$ cat src/rtl/word_reader_pkg.sv
// word_reader_pkg: shared FSM encoding and default sizes for the word reader,
// also used by the word_clipper integration.
package word_reader_pkg;

  localparam int DEF_ADDR_W  = 16;
  localparam int DEF_DATA_W  = 16;
  localparam int DEF_MAX_LEN = 16000;

  typedef enum logic [1:0] {
    IDLE  = 2'd0,
    READ  = 2'd1,
    DRAIN = 2'd2
  } readerState_e;

  // Inclusive index span clamped to maxLen; only meaningful when endIdx >= startIdx.
  function automatic logic [32:0] clampedLen(input logic [31:0] startIdx,
                                             input logic [31:0] endIdx,
                                             input logic [32:0] maxLen);
    logic [32:0] len;
    len = {1'b0, endIdx} - {1'b0, startIdx} + 33'd1;
    return (len > maxLen) ? maxLen : len;
  endfunction

endpackage

$ cat src/rtl/word_reader_skid.sv
// word_reader_skid: 2-entry FIFO catching RAM read data so the downstream
// handshake can stall without losing or repeating a sample.
module word_reader_skid #(
  parameter int W = 17
) (
  input  logic         clk_i,
  input  logic         rst_i,
  input  logic         push_i,
  input  logic         pop_i,
  input  logic [W-1:0] data_i,
  output logic [1:0]   count_o,
  output logic [W-1:0] head_o
);

  logic [W-1:0] mem_q [2];
  logic         wrPtr_q;
  logic         rdPtr_q;
  logic [1:0]   count_q;
  logic         popEff;

  assign popEff  = pop_i && (count_q != 2'd0);
  assign count_o = count_q;
  assign head_o  = mem_q[rdPtr_q];

  // Storage, pointers and occupancy; push and pop may happen in the same cycle.
  always_ff @(posedge clk_i or posedge rst_i) begin
    if (rst_i) begin
      mem_q[0] <= '0;
      mem_q[1] <= '0;
      wrPtr_q  <= 1'b0;
      rdPtr_q  <= 1'b0;
      count_q  <= 2'd0;
    end else begin
      if (push_i) begin
        mem_q[wrPtr_q] <= data_i;
        wrPtr_q        <= ~wrPtr_q;
      end
      if (popEff) begin
        rdPtr_q <= ~rdPtr_q;
      end
      count_q <= count_q + {1'b0, push_i} - {1'b0, popEff};
    end
  end

endmodule

$ cat src/rtl/word_reader.sv
// word_reader: streams the samples of one clipped word out of the sample ring
// buffer with ready/valid and a last flag.
// Optional feature: define WORD_READER_PAD_EN to zero-pad every word to MAX_LEN beats.
module word_reader
  import word_reader_pkg::*;
#(
  parameter int ADDR_W  = DEF_ADDR_W,
  parameter int DATA_W  = DEF_DATA_W,
  parameter int MAX_LEN = DEF_MAX_LEN
) (
  input  logic              iclk,
  input  logic              irst,
  input  logic              ivalid,
  input  logic [31:0]       istart_idx,
  input  logic [31:0]       iend_idx,
  output logic              obusy,
  output logic              odrop,
  output logic              omem_ren,
  output logic [ADDR_W-1:0] omem_addr,
  input  logic [DATA_W-1:0] imem_rdata,
  output logic              ovalid,
  input  logic              iready,
  output logic [DATA_W-1:0] odata,
  output logic              olast
);

  localparam int          CNT_W     = $clog2(MAX_LEN + 1);
  localparam logic [32:0] MAX_LEN_W = 33'(MAX_LEN);

  readerState_e      state_q;
  logic [ADDR_W-1:0] startAddr_q;
  logic [CNT_W-1:0]  leff_q;
  logic [CNT_W-1:0]  issued_q;
  logic              drop_q;
  logic              inFlight_q;
  logic              inFlightZero_q;
  logic              inFlightLast_q;

  logic [CNT_W-1:0]  leff_d;
  logic [CNT_W-1:0]  target;
  logic              pop;
  logic [2:0]        occupancy;
  logic              canIssue;
  logic              issue;
  logic              issueZero;
  logic              issueLast;
  logic [DATA_W:0]   pushEntry;
  logic [DATA_W:0]   headEntry;
  logic [1:0]        fifoCount;

  // Read-issue decision: the beat being popped this cycle frees a slot, which
  // is what lets the pipeline sustain one beat per cycle without overflowing.
  always_comb begin
    leff_d = CNT_W'(clampedLen(istart_idx, iend_idx, MAX_LEN_W));
`ifdef WORD_READER_PAD_EN
    target = CNT_W'(MAX_LEN);
`else
    target = leff_q;
`endif
    pop       = ovalid & iready;
    occupancy = {1'b0, fifoCount} + {2'b0, inFlight_q};
    canIssue  = occupancy < (3'd2 + {2'b0, pop});
    issue     = (state_q == READ) && (issued_q < target) && canIssue;
    issueZero = (issued_q >= leff_q);
    issueLast = (issued_q == target - CNT_W'(1));
    pushEntry = {inFlightLast_q, inFlightZero_q ? {DATA_W{1'b0}} : imem_rdata};
  end

  assign obusy     = (state_q != IDLE);
  assign odrop     = drop_q;
  assign omem_ren  = issue & ~issueZero;
  assign omem_addr = startAddr_q + ADDR_W'(issued_q);
  assign ovalid    = (fifoCount != 2'd0);
  assign odata     = ovalid ? headEntry[DATA_W-1:0] : '0;
  assign olast     = ovalid & headEntry[DATA_W];

  // Request acceptance, read sequencing and the one-cycle read-return pipeline.
  always_ff @(posedge iclk or posedge irst) begin
    if (irst) begin
      state_q        <= IDLE;
      startAddr_q    <= '0;
      leff_q         <= '0;
      issued_q       <= '0;
      drop_q         <= 1'b0;
      inFlight_q     <= 1'b0;
      inFlightZero_q <= 1'b0;
      inFlightLast_q <= 1'b0;
    end else begin
      drop_q         <= 1'b0;
      inFlight_q     <= issue;
      inFlightZero_q <= issue & issueZero;
      inFlightLast_q <= issue & issueLast;
      case (state_q)
        IDLE: begin
          if (ivalid) begin
            if (iend_idx >= istart_idx) begin
              state_q     <= READ;
              startAddr_q <= istart_idx[ADDR_W-1:0];
              leff_q      <= leff_d;
              issued_q    <= '0;
            end else begin
              drop_q <= 1'b1;
            end
          end
        end
        READ: begin
          if (ivalid) drop_q <= 1'b1;
          if (issue) begin
            issued_q <= issued_q + CNT_W'(1);
            if (issueLast) state_q <= DRAIN;
          end
        end
        DRAIN: begin
          if (ivalid) drop_q <= 1'b1;
          if (pop && olast) state_q <= IDLE;
        end
        default: state_q <= IDLE;
      endcase
    end
  end

  word_reader_skid #(.W(DATA_W + 1)) skid (
    .clk_i   (iclk),
    .rst_i   (irst),
    .push_i  (inFlight_q),
    .pop_i   (pop),
    .data_i  (pushEntry),
    .count_o (fifoCount),
    .head_o  (headEntry)
  );

endmodule
$ cat config.mk
export PLATFORM = sky130hd
export DESIGN_NAME = word_reader
export DESIGN_NICKNAME = d
export VERILOG_FILES = /design/src/rtl/word_reader_pkg.sv /design/src/rtl/word_reader_skid.sv /design/src/rtl/word_reader.sv
export SDC_FILE = /design/constraint.sdc
export NUM_CORES = 1
export LEC_CHECK = 0
export ABC_AREA = 0
export ABC_CLOCK_PERIOD_IN_PS = 8600
export BUFFER_PORTS_ARGS = -buffer_cell sky130_fd_sc_hd__buf_2
export CORE_UTILIZATION = 60
export CTS_CLUSTER_SIZE = 8
export DETAILED_ROUTE_END_ITERATION = 6
export PLACE_DENSITY = 0.83
export SETUP_SLACK_MARGIN = 0.05
export SYNTH_ARGS = -nofsm -noshare
export SYNTH_HDL_FRONTEND = slang
export SYNTH_SLANG_ARGS = --single-unit
export TNS_END_PERCENT = 50
$ cat constraint.sdc
create_clock -name iclk -period 8.6 [get_ports iclk]
set_clock_uncertainty 0.05 [all_clocks]
set_input_delay 0.43 -clock iclk [delete_from_list [all_inputs] [get_ports iclk]]
set_output_delay 0.43 -clock iclk [all_outputs]
set_load 0.01 [all_outputs]
* Yosys cells after proc, flatten, opt, wreduce, memory -nomap -nowiden *
Cells that the tools add are included.
W data, S select, Z words.

storage, ports and cells
  register bits after elaboration = 88
  input bits = 84

operators by class
  add/subtract/negate cells = 9
  $lt $le $gt $ge = 8
  equality and inequality tests = 8
  mux-type cells = 23
  bitwise gates (word level) = 10
  reductions and logical operators = 13

operator list
  kind                     number
  $mux W17                 4
  $mux W14                 4
  $bwmux W34               1
  $add A33 B1 Y33 const B  1
  $gt A33 B14 Y1 const B   1
  $sub A32 B32 Y33         1
  $ge A32 B32 Y1           1
  $mux W16                 2
  $pmux W14 S2             1
  $demux W17 S1            1
  $add A16 B14 Y16         1
  $add A14 B1 Y14 const B  1
  $eq A14 B14 Y1           1
  $ge A14 B14 Y1           1
  $lt A14 B14 Y1           1
  $sub A14 B1 Y14 const B  1
  $mux W2                  5
  $ne A2 B2 Y1 const B     5
  $pmux W2 S3              1
  $reduce_bool A2 Y1       3
  $and A1 B1 Y1            5
  $logic_and A1 B1 Y1      5
  $reduce_and A5 Y1        1
  $ge A2 B2 Y1 const B     2
  other kinds (16)         21

* Depth between registers and ports, before layout *
Gate-level depths: netlist (run 1).

  depth in word-level cells = 8
  depth in mapped cells = 17
  mapped depth without buffers = 16

* Hierarchy *
Synthesis (run 1) repeated with hierarchy kept, for this count alone.

second synthesis, totals
  cells, all modules = 978
  area, all modules = 8722.1 um^2

by module, submodules not included
  module            instances  cells an instance  area each (um^2)  seq. area each (um^2)
  word_reader       1          872                7013.0            1251.2
  word_reader_skid  1          106                1709.1            950.9

* Least setup slack after synthesis (run 1) *
No wires, ideal clock.

  kind = input to register
  from = in istart_idx[1]
  to = reg leff_q[10]
  setup time = 0.139 ns
  arrival = 3.428 ns
  data required time = 8.411 ns
  setup slack = 4.983 ns
  cell stages on the path = 17
  path buffers = 1
  cells stage by stage = inv_1 ha_1 inv_1 ha_1 inv_1 fa_1 nand2b_1 a211o_1 a31oi_1 or2_1 nor2_1 or4_1 nor4_1 and4b_1 and4_1 buf_6 a22oi_1

between the ends
  cells in the longest elaborated chain, start to end = 4

ends and longest elaborated chain
  element               line                   source
  start, declared       word_reader.sv:14      input logic [31:0] istart_idx,
  $sub A32 B32 Y33      word_reader_pkg.sv:20  len = {1'b0, endIdx} - {1'b0, startIdx} + 33'd1;
  $add A33 B1 Y33       word_reader_pkg.sv:20
  $gt A33 B14 Y1        word_reader_pkg.sv:21  return (len > maxLen) ? maxLen : len;
  $mux W14              word_reader_pkg.sv:21
  end signal, assigned  word_reader.sv:99      leff_q <= leff_d;
  end, declared         word_reader.sv:32      logic [CNT_W-1:0] leff_q;

Parallel ways exist; a longest one is shown, timed or not.
A chain may end at the register's enable or synchronous reset.

* Final worst setup path (run 1) *
  from = reg issued_q[0]
  to = out omem_addr[14]

between the ends
  cells in the longest elaborated chain, start to end = 1

ends and longest elaborated chain
  element                 line                source
  start, declared         word_reader.sv:33   logic [CNT_W-1:0] issued_q;
  start signal, assigned  word_reader.sv:109  issued_q <= issued_q + CNT_W'(1);
  $add A16 B14 Y16        word_reader.sv:72   assign omem_addr = startAddr_q + ADDR_W'(issued_q);
  end, declared           word_reader.sv:19   output logic [ADDR_W-1:0] omem_addr,

No other way between the ends.

==> run_results.csv, run 1 <==
group,metric,value,unit
run_status,outcome,"complete, no violations",
clocking,cts.reportedPaths.clkPinSlew,0.07,ns
clocking,cts.repair.resized,0,
setup_path,reg2reg_depth,12,
setup_path,crit_buf_inv,2,
grt,grt_pass1_wl,34570,um
layout,nets,1339,
sta,slew_headroom,0.3110,
min_path,whs_endpoint,"startAddr_q[4]",
grt,grt_max_degree,69,
synthesis,synth_top_family_by_area,"compound AO/OA/AOI/OAI gates",
setup_path,reg2reg_from,"state_q[1]",
setup_path,worst-endpoint-arrival,3.56,ns
synthesis,syn_nets,1236,
layout,area_growth,12.41,%
sta,tightest_slew,1.033,ns
synthesis,postSynthAreaPerCell,8.304,um2
sta,timing.final.crit_share,0.4697,
floorplanning,die_h,121.6,um
synthesis,netlist.area_leader.share,0.2567,
grt,grt_remaining_overflow,0,
placement,gp_congestion,0.9419,
power_and_ir_drop,clockPowerShare,0.213,
detailed_routing,vias,7843,
synthesis,synth_area,8578,um2
synthesis,yosysWarnings,0,
synthesis,synthMuxAreaShare,0.03428,
clocking,cts_tree,"yes",
detailed_routing,drt_iter0_markers,554,
power_and_ir_drop,vdd.ir_drop.worst,0.0001138,V
setup_path,worstReg2RegEnd,"issued_q[12]",
setup_path,cp-start-kind,"register",
clocking,cts_sinks,88,
floorplanning,initial_core_util,0.6156,
sta,grt_setup_unrepaired,"false",
synthesis,synth_xor_area_frac,0.05718,
floorplanning,rows,43,
power_and_ir_drop,pwr-share-comb,0.469,
sta,finalMaxSlewViolations,0,
clocking,cts_buffers,9,
power_and_ir_drop,p_leak,4.873,nW
detailed_routing,wl,21180,um
sta,tns,0,ns
placement,post-dp-hpwl,16330,um
synthesis,seq_area_frac_synth,0.2567,
synthesis,synth_top_area_cell,"dfrtp_1",
min_path,min_path_cells,3,
synthesis,synth_compound_area_frac,0.2076,
synthesis,synthFlopType,"dfrtp_1",
floorplanning,coreArea,13930,um2
run,drv_cap,0,
power_and_ir_drop,swShare,0.4144,
power_and_ir_drop,switchingPower,861.4,uW
grt,grt_util_all_layers,0.2946,
synthesis,syn_inst,1033,
clocking,hold_buffers,1,
layout,drive_above_1_share,0.1455,
min_path,hp-class,"primary input to register",
power_and_ir_drop,totalPowerFinal,2.078,mW
synthesis,async_flop_share,1.000,
clocking,insertion_delay,0.36,ns
setup_path,crit_chain,"ha_1, inv_1, fa_1, nor2b_1, o21ai_0, a21boi_0, o21ai_0, a21boi_0, o21ai_0, a31oi_1, a21o_1, a21oi_1, xnor2_1, buf_2",
placement,dp.cells,1304,
power_and_ir_drop,seq_power_share,0.318,
layout,antenna_cells,0,
synthesis,synth_edf_count,0,
setup_path,crit_fanout,5,
setup_path,crit_slowest_cell,"dfrtp_1",
synthesis,yosysUniqueCellTypes,77,
setup_path,worstPathRequired,8.12,ns
synthesis,synth_seq_cells,88,
setup_path,regToRegSetupSlack,5.13,ns
setup_path,worst_setup_path_end_kind,"output port",
detailed_routing,viasPerCell,5.937,
sta,period_needed,4.039,ns
floorplanning,num_io_pins,121,
setup_path,path_class,"register to output port",
grt,grt_pass1_vias,7317,
floorplanning,dieArea,14780,um2
detailed_routing,drt_first_pass_iters,6,
power_and_ir_drop,power.internal,1.217,mW
setup_path,path_delay_family,"compound AO/OA/AOI/OAI gates",
min_path,min_from,"istart_idx[4]",
synthesis,synth-adder-area-share,0.1884,
power_and_ir_drop,powerDensity,215.5,nW/um2
clocking,cts_buffer_depth,2,
synthesis,synthTopCellsByArea,"dfrtp_1 26%, ha_1 15%, o21ai_0 5.5%",
detailed_routing,wire_per_inst,16.03,um
detailed_routing,drtAntennaViolNets,0,
floorplanning,die_w,121.6,um
detailed_routing,drc,0,
grt,antenna_found_initial,0,
clocking,h-tree-depth,3,
clocking,post-cts-setup-buffers,0,
placement,place.port_buffers,120,
sta,max_freq,247.6,MHz
sta,hold_viol_final,0,
setup_path,max_stage_delay,0.42,ns
setup_path,critPathMostFrequentCell,"o21ai_0",
synthesis,synthSimpleGateAreaFrac,0.1930,
layout,finalNonFillerCells,1321,
sta,setup_viol,0,
clocking,clock-root-buffer,"clkbuf_16",
==> power by group through the flow <==
| stage | combinational [mW] | sequential [mW] | clock (mW) |
|---|---|---|---|
| 2_1_floorplan | 0.706 | 0.613 | 0 |
| 3_3_place_gp | 0.937 | 0.661 | 0 |
| 3_5_place_dp | 0.960 | 0.668 | 0 |
| 4_1_cts | 0.972 | 0.660 | 0.445 |
| 5_1_grt | 1.09 | 0.677 | 0.462 |
| 6_report | 0.974 | 0.662 | 0.442 |
==> flip-flops by register name (all words and copies together) (netlist names) <==
name	count
skid.mem_q	34
issued_q	14
skid.wrPtr_q	1
odrop	1
skid.rdPtr_q	1
inFlightZero_q	1
skid.count_o	2
leff_q	14
startAddr_q	16
inFlight_q	1
state_q	2
inFlightLast_q	1
==> per-layer routing <==
layer,global-route usage,vias up,part of all wire
met4,0.07253,0,0.015
li1,-,3837,-
met2,0.5089,254,0.49
met5,0,-,0
met1,0.3914,3724,0.45
met3,0.03605,28,0.049
==> per-stage QoR <==
| stage | utilization | hold WS [ns] | area [um2] | setup slack, ns |
|---|---|---|---|---|
| 2_1_floorplan | - | 0.3992 | 8578 | 4.983 |
| 3_3_place_gp | 0.6675 | 0.3565 | 9301 | 4.522 |
| 3_5_place_dp | 0.6675 | 0.3588 | 9301 | 4.381 |
| 4_1_cts | 0.6920 | 0.2980 | 9643 | 4.608 |
| 5_1_grt | 0.6920 | 0.3005 | 9643 | 4.259 |
| 6_report | 0.6920 | 0.3002 | 9643 | 4.561 |
==> how the worst max path moves through the flow <==
stage | start | endpoint | slack, ns | cells after the start
after floorplan | istart_idx[1] | leff_q[10] | 4.98 | 17
after global placement | istart_idx[1] | leff_q[7] | 4.52 | 17
after detailed placement | istart_idx[1] | leff_q[7] | 4.38 | 17
after CTS | issued_q[0] | omem_addr[14] | 4.61 | 14
after global routing | issued_q[0] | omem_addr[14] | 4.26 | 14
final | issued_q[0] | omem_addr[14] | 4.56 | 14
==> Yosys cell counts, types with 4 or more instances <==
master	count
inv_1	105
or4_1	4
a21boi_0	5
ha_1	102
nand2_1	105
nand4_1	14
nor4_1	8
nor2_1	67
nand3b_1	4
nand3_1	21
or2_2	5
xnor2_1	43
mux2i_1	26
o21ai_0	94
a21o_1	16
a22o_1	6
a31oi_1	12
o211ai_1	5
and3_1	9
nor3_1	25
and2_1	4
buf_2	5
xor2_1	13
clkbuf_1	25
fa_1	17
a211oi_1	5
dfrtp_1	88
a22oi_1	5
nor3b_1	5
o21bai_1	4
o31a_1	4
o21a_1	11
nand2b_1	31
o22ai_1	9
a221oi_1	4
nor2b_1	18
a21oi_1	48
==> cell type report <==
cell class                      count  area, um2
Sequential cell                    88       2202
Multi-Input combinational cell    807       5848
Timing Repair Buffer              125      640.6
Clock inverter                      6      102.6
Inverter                          105      395.4
Tap cell                          180      225.2
Clock buffer                       10      229.0
Fill cell                        1142       4292
==> worst reg2reg max path, cell delays in order, from the launching register on <==
cell,delay [ns]
dfrtp_1,0.40
inv_1,0.11
ha_1,0.42
inv_1,0.26
a2111oi_0,0.34
o2111ai_1,0.18
a21oi_1,0.44
o32ai_2,0.16
buf_4,0.24
nor3_1,0.37
nand3_1,0.16
xor2_1,0.17
nor2_1,0.10
==> cell usage in the layout (no fill, tap or decap), drive strengths merged, types with 10 or more instances in the layout <==
master	n
nand3	21
nor2	67
xnor2	43
ha	102
nand2b	31
nand4	14
mux2i	26
dfrtp	88
clkbuf	10
o21a	11
nor2b	18
fa	17
inv	106
a31oi	12
a21oi	49
buf	124
a21o	16
nor3	25
nand2	105
o21ai	98
xor2	13
==> cell families after synthesis <==
logic type                 Yosys count
DFF                                 88
muxes                               29
buffers and inverters              138
adders and majority gates          119
AOI/OAI and AO/OA                  269
xor gates and xnor gates            56
and+or+nand+nor                    334
Note: power is estimated with default switching activity, not from simulation.
==> run 2, diff against run 1 <==
Settings changed: ABC_AREA 0 to 1, ABC_CLOCK_PERIOD_IN_PS 8600 to 4100, PLACE_DENSITY 0.83 to 0.82.
Clock period 8.6 ns to 4.1 ns, I/O delays scaled along.
==> run_results.csv, run 2 <==
group,metric,value,unit
sta,tightest_slew,0.9381,ns
floorplanning,initial_core_util,0.6219,
synthesis,postSynthAreaPerCell,6.544,um2
clocking,cts.repair.resized,0,
clocking,clock-root-buffer,"clkbuf_16",
detailed_routing,wire_per_inst,14.19,um
floorplanning,num_io_pins,121,
synthesis,synthTopCellsByCount,"451 x nand2_1, 226 x inv_1, 127 x nor2_1, 102 x ha_1, 88 x dfrtp_1",
synthesis,synth_top_area_cell,"dfrtp_1",
synthesis,synth_seq_cells,88,
setup_path,crit_chain,"ha_1, inv_1, fa_1, o21ai_0, nand2_1, nand2_1, a21oi_1, o21ai_0, nand3_1, nand2_1, nand3_1, nand2_1, xor2_1, buf_2",
sta,hold_viol_final,0,
clocking,cts_buffer_depth,2,
clocking,h-tree-depth,3,
layout,drive_above_1_share,0.1142,
placement,place.port_buffers,120,
power_and_ir_drop,p_leak,5.847,nW
synthesis,synth_edf_count,0,
detailed_routing,wl,24230,um
placement,gp_congestion,1.027,
grt,grt_pass1_vias,8685,
power_and_ir_drop,swShare,0.4470,
power_and_ir_drop,seq_power_share,0.299,
clocking,insertion_delay,0.36,ns
setup_path,worst_setup_path_end_kind,"output port",
sta,max_freq,303.6,MHz
placement,dpl_worst_slack,0.7112,ns
power_and_ir_drop,powerDensity,458.6,nW/um2
synthesis,netlist.area_leader.share,0.2400,
setup_path,crit_slowest_cell,"dfrtp_1",
layout,reg.largest.list,"skid.mem_q x34, startAddr_q x16",
setup_path,worstPathRequired,3.85,ns
power_and_ir_drop,switchingPower,2.110,mW
synthesis,yosysWarnings,0,
detailed_routing,drt_first_pass_iters,7,
run_status,violations,"design-rule violations",
layout,final_util,0.6977,
detailed_routing,drtAntennaViolNets,0,
layout,design_area,10290,um2
setup_path,crit_fanout,3,
power_and_ir_drop,power.internal,2.611,mW
run_status,outcome,"finished with violations",
clocking,cts_sinks,88,
run,drv_cap,0,
synthesis,synthTopCellsByArea,"dfrtp_1 24%, nand2_1 18%, ha_1 14%",
layout,final_common_cell,"nand2_1",
synthesis,yosysUniqueCellTypes,44,
grt,antenna_found_initial,0,
sta,holdWs,0.06063,ns
power_and_ir_drop,clockPowerShare,0.194,
synthesis,synth_area,9175,um2
setup_path,path_delay_family,"compound AO/OA/AOI/OAI gates",
sta,slew_headroom,0.3739,
sta,tns,0,ns
synthesis,seq_area_frac_synth,0.2400,
min_path,hp-class,"primary input to register",
detailed_routing,viasPerCell,5.390,
synthesis,syn_nets,1605,
power_and_ir_drop,vdd.ir_drop.worst,0.0002763,V
setup_path,cp-start-kind,"register",
layout,area_growth,12.19,%
placement,dp.cells,1691,
setup_path,crit_buf_inv,2,
synthesis,syn_inst,1402,
clocking,cts_buffers,9,
layout,top_register,"skid.mem_q",
grt,grt_util_all_layers,0.3245,
floorplanning,rows,44,
sta,setup_viol,0,
sta,timing.final.ws_setup,0.8064,ns
layout,finalNonFillerCells,1708,
floorplanning,dieArea,15790,um2
grt,grt_max_degree,56,
placement,dpl_cell_area,9955,um2
layout,antenna_cells,0,
sta,period_needed,3.294,ns
setup_path,path_class,"register to output port",
clocking,cts.reportedPaths.clkPinSlew,0.07,ns
sta,finalMaxSlewViolations,0,
clocking,cts_tree,"yes",
grt,grt_remaining_overflow,0,
power_and_ir_drop,totalPowerFinal,4.721,mW
setup_path,worst-endpoint-arrival,3.04,ns
sta,timing.final.crit_share,0.8033,
floorplanning,die_h,125.7,um
floorplanning,coreArea,14750,um2
grt,grt_pass1_wl,40940,um
setup_path,critPathMostFrequentCell,"nand2_1",
layout,largest_reg_flops,34,
detailed_routing,drc,6,
sta,grt_setup_unrepaired,"false",
layout,final_cell_mix,"451 x nand2_1, 225 x inv_1, 127 x nor2_1, 120 x buf_2, 102 x ha_1",
power_and_ir_drop,pwr-share-comb,0.507,
detailed_routing,drt_iter0_markers,718,
synthesis,synthFlopType,"dfrtp_1",
synthesis,synth.most_common_cell,"nand2_1",
placement,post-dp-hpwl,19530,um
floorplanning,die_w,125.7,um
layout,nets,1722,
detailed_routing,vias,9206,
setup_path,max_stage_delay,0.42,ns
synthesis,async_flop_share,1.000,
[run 2: cell count changes after synthesis, moves of 27 or more]
cell,before,now
nand2b_1,31,0
xor2_1,13,40
xnor2_1,43,10
nand2_1,105,451
nand3_1,21,64
inv_1,105,226
o21ai_0,94,46
a21oi_1,48,75
nor2_1,67,127
[run 2: metal layers]
metal  GRT usage  vias up  routed length [um]
met3     0.05225       34                1553
met1      0.4423     4193               10940
met5           0        -                   0
li1            -     4665                   -
met4     0.09110        0                 436
met2      0.5337      314               11300
[run 2: cell families (layout without fill, tap and decap cells)]
kind of cell | count (synthesis) | in the layout | share of synthesized area
flip-flops | 88 | 88 | 0.2400
AND/OR/NAND/NOR | 727 | 727 | 0.3319
XOR/XNOR | 50 | 50 | 0.04773
buffers and inverters | 258 | 380 | 0.1080
AO/OA/AOI/OAI | 160 | 160 | 0.09614
adder cells (fa/ha/maj) | 119 | 119 | 0.1762
[run 2: what timing repair did]
action,4_1_cts,5_1_grt
setup endpoints to repair,0,0
hold buffers,1,0
endpoints found under the hold margin,2,0
setup buffers,0,0
[run 2: path summary, 6_finish.rpt]
kind                           startpoint  cells after the start        endpoint  slack [ns]
max                        startAddr_q[0]                     14   omem_addr[12]        0.81
min                                ivalid                      3           odrop        0.06
max reg2reg                   issued_q[4]                     12    issued_q[11]        1.27
min reg2reg                skid.mem_q[31]                      2  skid.mem_q[31]        0.42
max in group asynchronous            irst                      4  startAddr_q[5]        2.50
min in group asynchronous            irst                      3  inFlightZero_q        0.53
[run 2: power by group through the flow]
stage,combinational (mW),sequential [mW],clock [mW]
5_1_grt,2.70,1.45,0.960
4_1_cts,2.38,1.40,0.926
2_1_floorplan,1.70,1.31,0
6_report,2.39,1.41,0.917
3_5_place_dp,2.37,1.42,0
3_3_place_gp,2.31,1.41,0
[run 2: cell type report]
| class | instances | area, um2 |
|---|---|---|
| clock buffers | 10 | 239.0 |
| clock inverters | 6 | 90.09 |
| fillers | 1343 | 4461 |
| inverters | 236 | 887.1 |
| multi-input cells | 1056 | 5982 |
| flip-flops and latches | 88 | 2202 |
| well taps | 184 | 230.2 |
| repair buffers | 128 | 663.1 |
[run 2: worst reg2reg max path: cells and delay by family (launching register included)]
kind	cells	cell delay, ns
flops	1	0.56
compound gates	3	0.50
simple gates	8	1.29
fa+ha+maj	1	0.31
